`config.mk`:
```
export PLATFORM = sky130hd
export DESIGN_NAME = mult_sequencer_flat
export DESIGN_NICKNAME = d
export VERILOG_FILES = /design/src/rtl/mult_sequencer_if.sv /design/src/rtl/mult_sequencer.sv /design/src/flat_wrapper.sv
export SDC_FILE = /design/constraint.sdc
export NUM_CORES = 1
export LEC_CHECK = 0
export CORE_ASPECT_RATIO = 0.9
export CORE_MARGIN = 3
export CORE_UTILIZATION = 35
export DETAILED_ROUTE_END_ITERATION = 7
export GPL_TIMING_DRIVEN = 0
export MAX_ROUTING_LAYER = met4
export PLACE_DENSITY = 0.64
export SYNTH_ARGS = -nofsm -noshare
export SYNTH_HDL_FRONTEND = slang
export SYNTH_SLANG_ARGS = --single-unit
```
`constraint.sdc`:
```
create_clock -name clk -period 1.6 [get_ports clk]
set_input_delay 0.32 -clock clk [delete_from_list [all_inputs] [get_ports clk]]
set_output_delay 0.32 -clock clk [all_outputs]
set_load 0.01 [all_outputs]
```
`src/rtl/mult_sequencer_if.sv`:
```
// Handshake and adder-drive bundle for mult_sequencer.
// The slave modport is the sequencer side; master is the controller plus the external adder.
interface mult_sequencer_if;
  logic        start;
  logic [31:0] multiplicand;
  logic [31:0] multiplier;
  logic        busy;
  logic        done;
  logic [63:0] product;
  logic [31:0] add_opA;
  logic [31:0] add_opB;
  logic [2:0]  add_command;
  logic [31:0] add_ans;
  logic        add_carryout;

  modport master (
    output start, multiplicand, multiplier, add_ans, add_carryout,
    input  busy, done, product, add_opA, add_opB, add_command
  );

  modport slave (
    input  start, multiplicand, multiplier, add_ans, add_carryout,
    output busy, done, product, add_opA, add_opB, add_command
  );
endinterface

```
`src/rtl/mult_sequencer.sv`:
```
// Iterative 32x32 -> 64 unsigned shift-add multiplier that borrows an external 32-bit adder,
// producing one partial-product bit per cycle over 32 RUN cycles.
module mult_sequencer (
  input  logic                  clk,
  input  logic                  reset,
  mult_sequencer_if.slave       bus_io
);

  typedef enum logic [1:0] {StIdle, StRun, StDone} state_e;

  state_e      state_q;
  logic [31:0] hi_q;
  logic [31:0] lo_q;
  logic [31:0] mcand_q;
  logic [4:0]  count_q;
  logic [63:0] product_q;
  logic        busy_q;
  logic        done_q;

  always_ff @(posedge clk) begin
    if (reset) begin
      state_q   <= StIdle;
      hi_q      <= '0;
      lo_q      <= '0;
      mcand_q   <= '0;
      count_q   <= '0;
      product_q <= '0;
      busy_q    <= 1'b0;
      done_q    <= 1'b0;
    end else begin
      unique case (state_q)
        StIdle: begin
          if (bus_io.start) begin
            mcand_q <= bus_io.multiplicand;
            lo_q    <= bus_io.multiplier;
            hi_q    <= '0;
            count_q <= '0;
            busy_q  <= 1'b1;
            state_q <= StRun;
          end
        end
        StRun: begin
          // Shift the 33-bit sum right by one across hi:lo; the dropped lo[0] is consumed.
          hi_q    <= {bus_io.add_carryout, bus_io.add_ans[31:1]};
          lo_q    <= {bus_io.add_ans[0], lo_q[31:1]};
          count_q <= count_q + 5'd1;
          if (count_q == 5'd31) begin
            product_q <= {bus_io.add_carryout, bus_io.add_ans, lo_q[31:1]};
            done_q    <= 1'b1;
            state_q   <= StDone;
          end
        end
        StDone: begin
          done_q  <= 1'b0;
          busy_q  <= 1'b0;
          state_q <= StIdle;
        end
        default: state_q <= StIdle;
      endcase
    end
  end

  assign bus_io.add_opA     = hi_q;
  assign bus_io.add_opB     = lo_q[0] ? mcand_q : 32'h0;
  assign bus_io.add_command = 3'b000;
  assign bus_io.busy        = busy_q;
  assign bus_io.done        = done_q;
  assign bus_io.product     = product_q;

endmodule

```
`src/flat_wrapper.sv`:
```
// flat-port wrapper written by rule: the top's interface ports become plain ports
module mult_sequencer_flat 
  (clk, reset, bus_io_start, bus_io_multiplicand, bus_io_multiplier, bus_io_add_ans, bus_io_add_carryout, bus_io_busy, bus_io_done, bus_io_product, bus_io_add_opA, bus_io_add_opB, bus_io_add_command);
  mult_sequencer_if bus_io_i ();
  input  logic clk;
  input  logic reset;
  input wire logic [$bits(bus_io_i.start)-1:0] bus_io_start;
  input wire logic [$bits(bus_io_i.multiplicand)-1:0] bus_io_multiplicand;
  input wire logic [$bits(bus_io_i.multiplier)-1:0] bus_io_multiplier;
  input wire logic [$bits(bus_io_i.add_ans)-1:0] bus_io_add_ans;
  input wire logic [$bits(bus_io_i.add_carryout)-1:0] bus_io_add_carryout;
  output wire logic [$bits(bus_io_i.busy)-1:0] bus_io_busy;
  output wire logic [$bits(bus_io_i.done)-1:0] bus_io_done;
  output wire logic [$bits(bus_io_i.product)-1:0] bus_io_product;
  output wire logic [$bits(bus_io_i.add_opA)-1:0] bus_io_add_opA;
  output wire logic [$bits(bus_io_i.add_opB)-1:0] bus_io_add_opB;
  output wire logic [$bits(bus_io_i.add_command)-1:0] bus_io_add_command;
  assign bus_io_i.start = bus_io_start;
  assign bus_io_i.multiplicand = bus_io_multiplicand;
  assign bus_io_i.multiplier = bus_io_multiplier;
  assign bus_io_i.add_ans = bus_io_add_ans;
  assign bus_io_i.add_carryout = bus_io_add_carryout;
  assign bus_io_busy = bus_io_i.busy;
  assign bus_io_done = bus_io_i.done;
  assign bus_io_product = bus_io_i.product;
  assign bus_io_add_opA = bus_io_i.add_opA;
  assign bus_io_add_opB = bus_io_i.add_opB;
  assign bus_io_add_command = bus_io_i.add_command;
  mult_sequencer u_core (.clk(clk), .reset(reset), .bus_io(bus_io_i));
endmodule
```
==> impl.org, run 1 <==
** STA
- In the post-route analysis, the smallest setup slack over all paths is -0.120 ns.
- The max-slew violation count is 0.
- Slew HR :: 0.498
- At the pin with the least slew margin, the transition time is 0.753 ns.
- Share of the clock period used by the worst path after layout :: 1.08
- Subtracting the final worst setup slack from the clock period gives 1.72 ns.
- Setup repair after global routing could not meet its margin everywhere.
- Setup TNS Final :: -4.69 ns
- Final setup vio count :: 91
- On the final layout, the worst clock skew is 0.00612 ns.
- Maximum achievable frequency :: 581 MHz
- Hold Vio Cnt, Final :: 0

** Global route
- Entering global routing, the biggest net connects 17 pins.
- Global-route wire length before repair :: 31.7 mm
- Global-route congestion overflow total :: 0
- Global router's overall resource usage :: 0.211
- The via count of the first global-routing pass was 5750.
- The number of antenna violations at the first check in global routing was 0.

** Routing
- Detailed routing inserted a total of 5871 vias.
- Initial DRT Pass Iterations :: 5
- After detailed routing, the total wire length is 20.5 mm.
- DRT antenna net count :: 0
- After detailed routing, the number of vias per cell comes to 4.86.
- First-iteration detailed-routing DRC count :: 278
- Routed wire per std cell :: 17.0 um
- DRC violations left :: 0

** Setup path
- Crit path max fanout :: 5
- Data arrival at the endpoint of the critical path :: 1.40 ns
- Counting cells, the worst reg-to-reg path comes to 8.
- STA classifies the critical path endpoint as a primary output.
- Crit Path Category :: flop to primary output
- Launching element type of the critical path :: flop
- Cell at the slowest stage of the critical path :: sky130_fd_sc_hd__dfxtp_4
- Most prevalent standard cell on the critical path :: sky130_fd_sc_hd__buf_6
- Critical path's largest stage delay :: 0.38 ns
- Data on the critical path is required at its endpoint by 1.28 ns.
- The signal on the critical path passes through buf_12, buf_8, buf_6, and2_4, buf_6.

** Layout
- The repair_antennas step left the layout with diodes totalling 0.
- Nets :: 1062
- Relative to the synthesized area, the layout overhead comes to 60.5%.
- In the final layout, the share of cells above drive strength 1 is 0.180.
- Filler cell count in the final layout :: 1570
- Share of the core filled with cells :: 0.579

** Synthesis
- Of the synthesized area, sequential elements account for 0.547.
- Total of warnings raised by yosys :: 0
- Yosys attributes the largest share of cell area to sky130_fd_sc_hd__dfxtp_1, sky130_fd_sc_hd__nand2_1, sky130_fd_sc_hd__a22o_1, sky130_fd_sc_hd__a21oi_1, sky130_fd_sc_hd__a311oi_1.
- Synth unique cells :: 29
- The cell count after synthesis came out at 685.
- Top flip-flop cell by instance count after synthesis :: sky130_fd_sc_hd__dfxtp_1
- Number of enable flip-flop cells after synthesis :: 0
- The cell area that synthesis handed to floorplanning was 0.00618 mm^2.
- Of all cell types, the one taking the most synthesized area is sky130_fd_sc_hd__dfxtp_1.
- Share of synthesized flip-flops with an asynchronous set or reset :: 0
- Synthesized flop and latch total :: 169
- Area fraction of the dominant cell type after synthesis :: 0.547
- The average instance in the mapped netlist occupies 9.02 um^2.

** Power and ir drop
- Total leakage power :: 0.00441 uW
- Largest vdd supply drop :: 0.000707 V
- Of the total power, the clock network draws 0.424.
- In this run the power spent charging and discharging nets is 2530 uW.
- Power per unit of standard cell area :: 999 mW/mm^2
- Internal power summed over all cells :: 7380 uW
- Total power :: 9910 uW
- Combinational cell fraction of total power :: 0.122
- Of the total power, registers draw 0.454.
- Switching power share of the total :: 0.256

** Floorplan
- The region available for standard cell placement spans 0.0171 mm^2.
- Chip Height :: 132 um
- Initial cell density of the core :: 0.361
- The die is 146 um wide.
- During I/O placement, the number of pins put on the boundary was 233.
- Standard-cell rows :: 45
- Die ar. :: 0.0193 mm^2

** Min path
- Cell count of the worst hold path :: 3
- The tightest min-delay check is of the input pin to flop type.

** CTS
- Clock root cell :: sky130_fd_sc_hd__clkbuf_16
- The clock tree synthesis step divided the H-tree into 4 levels.
- Hold repair after CTS inserted 0 buffers.
- Clock-pin slew was measured on the worst setup and hold paths at 0.07 ns.
- Clock buffer depth :: 2
- Clock sink count :: 169
- TritonCTS built the clock tree.
- Clock buffers created by TritonCTS :: 17
- Insertion delay of the later-clocked pin in the worst-skew pair :: 0.42 ns

** Flow run
- Max-cap violations in this run came to 0.

** Place
- At the end of routability-driven placement, the weighted congestion stood at 0.802.
- PortBufs :: 228
- HPWL Detailed :: 13.8 mm

** Outcome
- The run finished, with violations left.
- The checks that failed: negative setup slack.
==> final timing paths <==
check | start | end | slack (ns)
max | u_core.lo_q[0]$_SDFFE_PP0P_ | bus_io_add_opB[9] | -0.12
min | bus_io_multiplicand[26] | u_core.mcand_q[26]$_SDFFE_PP0P_ | 0.45
max reg2reg | u_core.count_q[0]$_SDFFE_PP0P_ | u_core.bus_io.product[5]$_SDFFE_PP0P_ | -0.08
min reg2reg | u_core.mcand_q[31]$_SDFFE_PP0P_ | u_core.mcand_q[31]$_SDFFE_PP0P_ | 0.45
==> cells in the mapped netlist, drive strengths merged, types with 26 or more instances <==
master  count
dfxtp     169
nand2     162
a21oi      70
a22o       64
buf        39
nand3      36
nor2       35
a311oi     32
and2       32
clkbuf     26
==> timing repair <==
action | in CTS | in global routing
resized for setup | 311 | 61
pin swaps | 3 | 22
cloned | 8 | 5
endpoints found under the setup margin | 247 | 171
buffers inserted | 16 | 4
==> sequential cells by signal, summed over array words and instances, names as in the netlist <==
signal	count
u_core.bus_io.product	64
u_core.bus_io.add_opA	32
u_core.lo_q	32
u_core.mcand_q	32
u_core.count_q	5
u_core.state_q	2
u_core.bus_io.busy	1
u_core.bus_io.done	1
==> per-stage QoR <==
stage	hold WS, ns	cells	setup WS, ns	instance area, um^2
detailed placement	0.443	1150	-0.460	8770
global placement	0.437	1150	-0.456	8770
global route	0.438	1208	-0.156	9920
finish	0.446	1208	-0.120	9920
floorplan	0.432	687	-0.0267	6190
CTS	0.429	1206	-0.166	9700
==> final cells by class <==
cell class | instances | area (um^2) | area share
buffer | 63 | 478 | 0.0482
multi-input combinational | 452 | 2580 | 0.260
sequential | 169 | 3390 | 0.342
tap | 235 | 294 | 0.0296
timing repair buffer | 256 | 2570 | 0.259
clock inverter | 14 | 161 | 0.0163
clock buffer | 18 | 439 | 0.0443
inverter | 1 | 3.75 | 0.000378
==> metal layers <==
metal,track usage,vias to the layer above,part of all wire
met5,-,-,0
li1,-,2924,-
met1,0.279,2716,0.46
met2,0.317,206,0.46
met3,0.0605,25,0.072
met4,0.0559,0,0.016
==> logic make-up after synthesis <==
logic type      count (synthesis)  synth area share
simple gates                  274             0.193
compound gates                173             0.204
flops                         169             0.547
buf+inv                        66            0.0514
fa+ha+maj                       2           0.00405
other cells                     1          0.000607
==> power by group through the flow <==
stage	clock network, uW	logic (uW)	registers (uW)
final	4200	1210	4500
after global routing	4460	1330	4520
after CTS	4300	1160	4500
after detailed placement	0	1080	4590
after global placement	0	1070	4580
after floorplan	0	505	4580
==> placed cells by master (no fill, tap or decap), types with 3 or more instances in the layout <==
cell                              netlist  final
sky130_fd_sc_hd__buf_4                  9     12
sky130_fd_sc_hd__and2_4                 0     24
sky130_fd_sc_hd__buf_12                 0      6
sky130_fd_sc_hd__clkbuf_16              0     22
sky130_fd_sc_hd__clkbuf_1              26     14
sky130_fd_sc_hd__dlygate4sd2_1          0     98
sky130_fd_sc_hd__inv_6                  0      4
sky130_fd_sc_hd__buf_2                 29     21
sky130_fd_sc_hd__nand2_1              162    162
sky130_fd_sc_hd__nor2_1                35     35
sky130_fd_sc_hd__clkbuf_8               0      3
sky130_fd_sc_hd__clkdlybuf4s50_1        0     98
sky130_fd_sc_hd__dfxtp_2                0      4
sky130_fd_sc_hd__clkinvlp_4             0      4
sky130_fd_sc_hd__buf_6                  0     35
sky130_fd_sc_hd__a22o_1                64     64
sky130_fd_sc_hd__buf_8                  0     14
sky130_fd_sc_hd__a21oi_1               69     69
sky130_fd_sc_hd__dfxtp_1              169    164
sky130_fd_sc_hd__clkbuf_4               0      3
sky130_fd_sc_hd__nand3_1               36     36
sky130_fd_sc_hd__and2_1                32      8
sky130_fd_sc_hd__a311oi_1              32     32
sky130_fd_sc_hd__conb_1                 1      3
sky130_fd_sc_hd__clkbuf_2               0      9
==> critical path: cells and delay by family, from the launching register on <==
family / cells / cell delay, ns
buffers and inverters: 4 / 0.48
DFF: 1 / 0.38
and+or+nand+nor: 1 / 0.13
Note: power is estimated with default switching activity, not from simulation.
==> run 2, diff against run 1 <==
--- a/config.mk
+++ b/config.mk
@@ -12,6 +12,7 @@
 export GPL_TIMING_DRIVEN = 0
 export MAX_ROUTING_LAYER = met4
 export PLACE_DENSITY = 0.64
+export SKIP_CTS_REPAIR_TIMING = 1
 export SYNTH_ARGS = -nofsm -noshare
 export SYNTH_HDL_FRONTEND = slang
 export SYNTH_SLANG_ARGS = --single-unit
==> impl.org, run 2 (synthesized netlist as in run 1, its figures left out) <==
** Setup path
- Among cell families on the critical path, the largest total delay comes from simple AND/OR/NAND/NOR gates.
- Launching element type of the critical path :: flop
- Start of the worst register-to-register path :: u_core.count_q[0]$_SDFFE_PP0P_
- Most prevalent standard cell on the critical path :: sky130_fd_sc_hd__ha_4
- Data arrival at the endpoint of the critical path :: 2.15 ns
- Crit path buf inv count :: 3
- The endpoint identified for the worst register-to-register timing path is u_core.bus_io.product[46]$_SDFFE_PP0P_.
- On the worst path, the slowest cell contributes a delay of 0.37 ns.
- Setup slack on the worst reg-to-reg path comes out at -0.18 ns.
- CP endpoint kind :: flop
- Walking the worst path, the cells encountered are ha_4, and3_4, ha_4, nor3b_4, buf_6, buf_8, clkbuf_16, a22o_1.
- The largest individual stage delay along the critical path comes from the cell sky130_fd_sc_hd__dfxtp_4.
- Of all nets on the critical path, the largest fanout is 5.
- Crit Path Category :: flop to flop
- Required @ worst endpoint :: 1.97 ns
- The number of cells on the worst reg-to-reg path is 8.

** STA
- Maximum achievable frequency :: 560 MHz
- Final setup vio count :: 80
- Final worst path period need :: 1.78 ns
- Unrepaired setup endpoints after global routing :: yes
- Share of the clock period used by the worst path after layout :: 1.12
- Across all setup checks in the final design, the least slack found is -0.184 ns.
- The number of hold violations in the final report is 0.
- At the pin with the least slew margin, the transition time is 0.742 ns.
- Final setup skew :: 0.00680 ns
- Headroom to the max-slew limit came out at 0.505.
- Count of final max-slew check failures :: 0

** Min path
- The worst hold path passes through 3 cells.
- The worst hold path terminates at u_core.mcand_q[4]$_SDFFE_PP0P_.
- Hold Path Class :: input pin to flop
- Worst min-delay path startpoint :: bus_io_multiplicand[4]

** Routing
- Top sig layer :: met4
- Via count :: 5812
- In the routed layout, each cell is associated on average with a via count of 4.84.
- Dividing the detail-routed wire length by the instance count gives 17.0 um.
- First-iteration detailed-routing DRC count :: 249
- DRC violations left :: 0
- In the detailed route, the total length drawn on met3 is 1.29 mm.
- DRT antenna net count :: 0
- Routed wire length :: 20.4 mm
- Met2 layer wire length in the routed design :: 9.41 mm
- In the final routing, the length of wire on met1 measures 9.44 mm.
- Initial DRT Pass Iterations :: 4

** CTS
- Clock edge transition at the registers on the reported setup and hold paths :: 0.07 ns
- Clock buffer depth :: 2
- Insertion delay of the later-clocked pin in the worst-skew pair :: 0.42 ns
- TritonCTS built the clock tree.
- CTS built an H-tree with a depth of 4.
- The root buffer cell chosen for the clock tree is sky130_fd_sc_hd__clkbuf_16.
- Clock sink count :: 169
- Clock buffers created by TritonCTS :: 17

** Layout
- At the end of the flow the core is filled with cells to 0.583.
- The finished layout holds 1202 standard cells, fillers aside.
- Layout overhead on the synthesized area :: 61.6%
- Filler cell count in the final layout :: 1546
- In the final design database the tool counted 1056 nets.
- The library cells used most frequently in the layout, excluding fill and tap cells, are sky130_fd_sc_hd__dfxtp_1, sky130_fd_sc_hd__nand2_1, sky130_fd_sc_hd__dlymetal6s2s_1.
- Most frequent standard cell in the layout excluding fill and tap cells :: sky130_fd_sc_hd__dfxtp_1
- The sequential cells in the finished layout cover a total of 0.00339 mm^2.
- Of the cells placed in the final design, the portion with a size suffix greater than 1 is 0.151.
- The number of antenna diodes in the final layout is 0.
- The register with the most flip-flops in the layout has 64 of them.
- Summing all multi-input logic gate instances after layout gives 0.00254 mm^2.

** Floorplan
- The core region is 0.0171 mm^2.
- Initial cell density of the core :: 0.361
- The die is 146 um wide.
- Chip Height :: 132 um
- Standard-cell rows :: 45
- Top Ports :: 233
- Die ar. :: 0.0193 mm^2

** Global route
- Global router's overall resource usage :: 0.202
- The first global-routing pass estimated 30.6 mm of wire.
- The via count of the first global-routing pass was 5573.
- Global routing finished with a remaining overflow of 0.
- The number of antenna violations at the first check in global routing came to 0.
- Maximum number of pins on one net before global-route repair :: 17

** Power and ir drop
- For this design the ratio of total power to cell area is 984 mW/mm^2.
- Total leakage power :: 0.00566 uW
- Largest vdd supply drop :: 0.000702 V

** Outcome
- Outcome :: finished with violations
- The checks that failed: negative setup slack.

** Place
- GPL Wtd Cong :: 0.802
- Counting tap cells, the placed design contains a total of 1150 instances.
- PortBufs :: 228
- HPWL Detailed :: 13.8 mm

** Flow run
- The tool flagged a number of max-cap violations equal to 0.
==> run 2: changes by cell type in the layout (fill, tap and decap cells not counted), moves of 5 or more <==
| cell | previous run | this run |
|---|---|---|
| sky130_fd_sc_hd__and2_1 | 8 | 29 |
| sky130_fd_sc_hd__buf_8 | 14 | 7 |
| sky130_fd_sc_hd__dlygate4sd2_1 | 98 | 0 |
| sky130_fd_sc_hd__buf_2 | 21 | 15 |
| sky130_fd_sc_hd__buf_12 | 6 | 1 |
| sky130_fd_sc_hd__clkbuf_2 | 9 | 32 |
| sky130_fd_sc_hd__dlymetal6s2s_1 | 0 | 102 |
| sky130_fd_sc_hd__buf_6 | 35 | 19 |
| sky130_fd_sc_hd__and2_4 | 24 | 3 |
==> run 2: report_power, final <==
part	switching (uW)	total, uW	internal (uW)	leakage, uW
Sequential	118	4500	4380	0.00138
Combinational	574	1130	551	0.00400
Clock	1820	4200	2380	0.000284
Total	2510	9830	7320	0.00566
==> run 2: layout make-up <==
class	count	share of cell area
Clock buffer	18	0.0440
Clock inverter	14	0.0162
Inverter	1	0.000376
Tap cell	235	0.0294
Timing Repair Buffer	249	0.271
Buffer	64	0.0452
Multi-Input combinational cell	452	0.254
Sequential cell	169	0.340
==> run 2: tightest hold or removal path: stages <==
cell	delay, ns
sky130_fd_sc_hd__clkdlybuf4s50_1	0.39
sky130_fd_sc_hd__nand2_1	0.05
sky130_fd_sc_hd__a21oi_1	0.05
==> run 2: worst max-delay path by stage <==
stage                                         from                                     end  slack, ns  cells after the start
floorplan           u_core.count_q[0]$_SDFFE_PP0P_   u_core.bus_io.product[0]$_SDFFE_PP0P_      -0.03                      7
global placement                      bus_io_start          u_core.mcand_q[2]$_SDFFE_PP0P_      -0.46                      7
detailed placement                    bus_io_start          u_core.mcand_q[9]$_SDFFE_PP0P_      -0.46                      7
CTS                    u_core.lo_q[0]$_SDFFE_PP0P_                       bus_io_add_opB[7]      -0.75                      3
global route        u_core.count_q[0]$_SDFFE_PP0P_  u_core.bus_io.product[52]$_SDFFE_PP0P_      -0.28                      8
finish              u_core.count_q[0]$_SDFFE_PP0P_  u_core.bus_io.product[46]$_SDFFE_PP0P_      -0.18                      8
==> run 2: per-stage QoR <==
step / setup TNS (ns) / power (uW) / hold WS (ns) / area (um^2) / setup WS [ns]
3_5_place_dp: -54.00 / 5670 / 0.443 / 8770 / -0.460
5_1_grt: -15.23 / 10200 / 0.437 / 9980 / -0.277
2_1_floorplan: -1.34 / 5080 / 0.432 / 6190 / -0.0267
3_3_place_gp: -52.01 / 5660 / 0.437 / 8770 / -0.456
4_1_cts: -43.14 / 9880 / 0.418 / 9370 / -0.750
6_report: -9.03 / 9830 / 0.445 / 9980 / -0.184
==> run 2: layer usage <==
layer  up-vias  global-route usage
met2       175               0.303
met3        19              0.0602
met1      2708               0.268
li1       2910                   -
met5         -                   -
met4         0              0.0496
==> run 3, diff against run 2 <==
--- a/config.mk
+++ b/config.mk
@@ -11,7 +11,7 @@
 export DETAILED_ROUTE_END_ITERATION = 7
 export GPL_TIMING_DRIVEN = 0
 export MAX_ROUTING_LAYER = met4
-export PLACE_DENSITY = 0.64
+export PLACE_DENSITY = 0.62
 export SKIP_CTS_REPAIR_TIMING = 1
 export SYNTH_ARGS = -nofsm -noshare
 export SYNTH_HDL_FRONTEND = slang
==> constraint.sdc (replaced) <==
create_clock -name clk -period 2.2 [get_ports clk]
set_input_delay 0.44 -clock clk [delete_from_list [all_inputs] [get_ports clk]]
set_output_delay 0.44 -clock clk [all_outputs]
set_load 0.01 [all_outputs]
==> impl.org, run 3 (synthesized netlist as in run 1, its figures left out) <==
** Global route
- The global routing stage identified its most utilized layer as met2.
- For this run, global-route usage on met2 was measured as 0.310.
- Vias in the first global route :: 5685
- Global Route met3 Usage :: 0.0639
- Maximum number of pins on one net before global-route repair :: 17
- The first global-routing pass estimated 30.6 mm of wire.
- Global router's overall resource usage :: 0.204
- The number of antenna violations at the first check in global routing came to 0.
- Global routing finished with a remaining overflow of 0.
- Met1 Resource Use GR :: 0.265

** Min path
- Hold Path Class :: flop to flop

** CTS
- Clock sink count :: 169
- Insertion delay of the later-clocked pin in the worst-skew pair :: 0.42 ns
- CTS built an H-tree with a depth of 4.
- Counting along the longest clock path gives a buffer depth of 2.
- Clock buffers created by TritonCTS :: 17
- CTS tree :: done
- Clock root cell :: sky130_fd_sc_hd__clkbuf_16
- After clock tree synthesis, the clock-pin slew on the worst setup and hold paths is 0.06 ns.

** Power and ir drop
- Of the total power, the clock network draws 0.440.
- Across the VDD grid, the largest voltage drop is 0.000547 V.
- In this run the static leakage power is 0.00360 uW.
- The internal portion of the total power is 5480 uW.
- Power per unit of standard cell area :: 771 mW/mm^2
- The share of total power dissipated in combinational logic is 0.109.
- The share of total power dissipated in sequential elements is 0.451.
- In this run the power spent charging and discharging nets is 1770 uW.
- Of the total power, the share spent switching nets is 0.244.
- Total power :: 7250 uW

** Routing
- After detailed routing, the number of remaining DRC violations is 0.
- Dividing the detail-routed wire length by the instance count gives 16.4 um.
- Dividing the detail-routed via count by the number of cells gives 4.89.
- The count of nets left with antenna violations once routing finished came out at 0.
- For this block, the via count after detailed routing is 5772.
- Initial DRT Pass Iterations :: 5
- For this block, the routed nets add up to 19.4 mm of wire.
- First-iteration detailed-routing DRC count :: 267

** Layout
- Number of standard cells in the final layout excluding fillers :: 1181
- Flip-flop count of the largest register after layout :: 64
- Of the cells placed in the final design, the portion with a size suffix greater than 1 is 0.0803.
- The layout has 1648 filler cells.
- Layout overhead on the synthesized area :: 52.2%
- Share of the core filled with cells :: 0.550
- Leading cell types in the layout, fill and taps excluded :: sky130_fd_sc_hd__clkdlybuf4s50_1, sky130_fd_sc_hd__dfxtp_1, sky130_fd_sc_hd__nand2_1
- The net count of the finished layout is 1036.
- Most frequent standard cell in the layout excluding fill and tap cells :: sky130_fd_sc_hd__clkdlybuf4s50_1
- The repair_antennas step left the layout with diodes totalling 0.

** Floorplan
- Die Wd :: 146 um
- Die ar. :: 0.0193 mm^2
- The initial utilization of the core area, before any placement, comes to 0.361.
- Top Ports :: 233
- Standard-cell rows :: 45
- Measured along the y axis, the die boundary spans 132 um.
- After floorplanning, the core was sized to cover 0.0171 mm^2.

** Setup path
- The cell family contributing the most delay on the critical path is buffers and inverters.
- Reg-to-reg setup timing slack :: 0.18 ns
- Cell at the slowest stage of the critical path :: sky130_fd_sc_hd__clkdlybuf4s50_1
- Data arrival at the endpoint of the critical path :: 1.65 ns
- Along the worst path, the maximum fanout reaches 10.
- CP endpoint kind :: primary output
- Crit Path Category :: flop to primary output
- The largest single stage delay on the critical path is 0.55 ns.
- Required @ worst endpoint :: 1.76 ns
- Worst path cell trace :: buf_4, and2_1, clkdlybuf4s50_1
- The number of buffers and inverters on the critical path is 2.
- The worst setup path is launched from a flop.

** STA
- Slew HR :: 0.571
- The clock arrives with 0.00809 ns of skew.
- Final setup vio count :: 0
- Setup repair after global routing left no endpoint under its margin.
- The max-slew violation count is 0.
- At the pin with the least slew margin, the transition time is 0.643 ns.
- The number of hold violations in the final report was 0.
- Subtracting the final worst setup slack from the clock period gives 2.09 ns.
- In the finished design, the share of the clock period the worst path needs comes to 0.950.
- Maximum achievable frequency :: 478 MHz

** Outcome
- The flow ran to the end, and the final reports show no timing, DRC or antenna violations.

** Place
- PortBufs :: 228
- Placed insts :: 1150
- HPWL Detailed :: 14.0 mm
- The congestion estimate from routability-driven global placement came to 0.807.

** Flow run
- Max-capacitance violation count :: 0
run 3: cell count changes in the layout (fill, tap and decap cells not counted), sizes merged:
cell,change
dlymetal6s2s,-100
buf,-14
clkbuf,-34
clkdlybuf4s50,+128
bufinv,+2
inv,-3
run 3: metal layers:
layer	share of wire	routed length (um)	vias to the layer above
li1	-	-	2874
met1	0.47	9060	2709
met2	0.45	8710	171
met3	0.071	1390	18
met4	0.013	257	0
met5	0	0	-
run 3: worst min-delay path, stage by stage (launching register included):
cell and delay (ns):
sky130_fd_sc_hd__dfxtp_1 0.30, sky130_fd_sc_hd__nand2_1 0.05, sky130_fd_sc_hd__a21oi_1 0.05
run 3: power by group through the flow:
stage               Clock, uW  Sequential [uW]  Combinational [uW]
global route             3360             3290                 877
finish                   3190             3270                 792
floorplan                   0             3330                 367
global placement            0             3330                 789
CTS                      3250             3270                 795
detailed placement          0             3340                 790
run 3: per-stage QoR:
step | hold WS (ns) | TNS (ns) | setup WS, ns | cell area, um^2
finish | 0.449 | 0 | 0.109 | 9410
floorplan | 0.432 | 0 | 0.488 | 6190
detailed placement | 0.443 | 0 | 0.0152 | 8760
global route | 0.465 | 0 | 0.0323 | 9410
CTS | 0.452 | -6.72 | -0.246 | 9390
global placement | 0.438 | 0 | 0.0348 | 8760
run 3: final cells by class:
cell class                      instances  area [um^2]  area share
Buffer                                 65          325      0.0346
Clock buffer                           18          429      0.0456
Clock inverter                         13          194      0.0206
Inverter                                1         3.75    0.000399
Multi-Input combinational cell        452         2490       0.264
Sequential cell                       169         3390       0.360
Tap cell                              235          294      0.0313
Timing Repair Buffer                  228         2290       0.243
run 3: final timing paths:
path / start / endpoint / cells after the start
setup reg to reg: u_core.count_q[0]$_SDFFE_PP0P_ / u_core.bus_io.product[41]$_SDFFE_PP0P_ / 7
setup / recovery: u_core.lo_q[0]$_SDFFE_PP0P_ / bus_io_add_opB[29] / 3
hold reg to reg: u_core.mcand_q[31]$_SDFFE_PP0P_ / u_core.mcand_q[31]$_SDFFE_PP0P_ / 2
hold / removal: u_core.mcand_q[31]$_SDFFE_PP0P_ / u_core.mcand_q[31]$_SDFFE_PP0P_ / 2
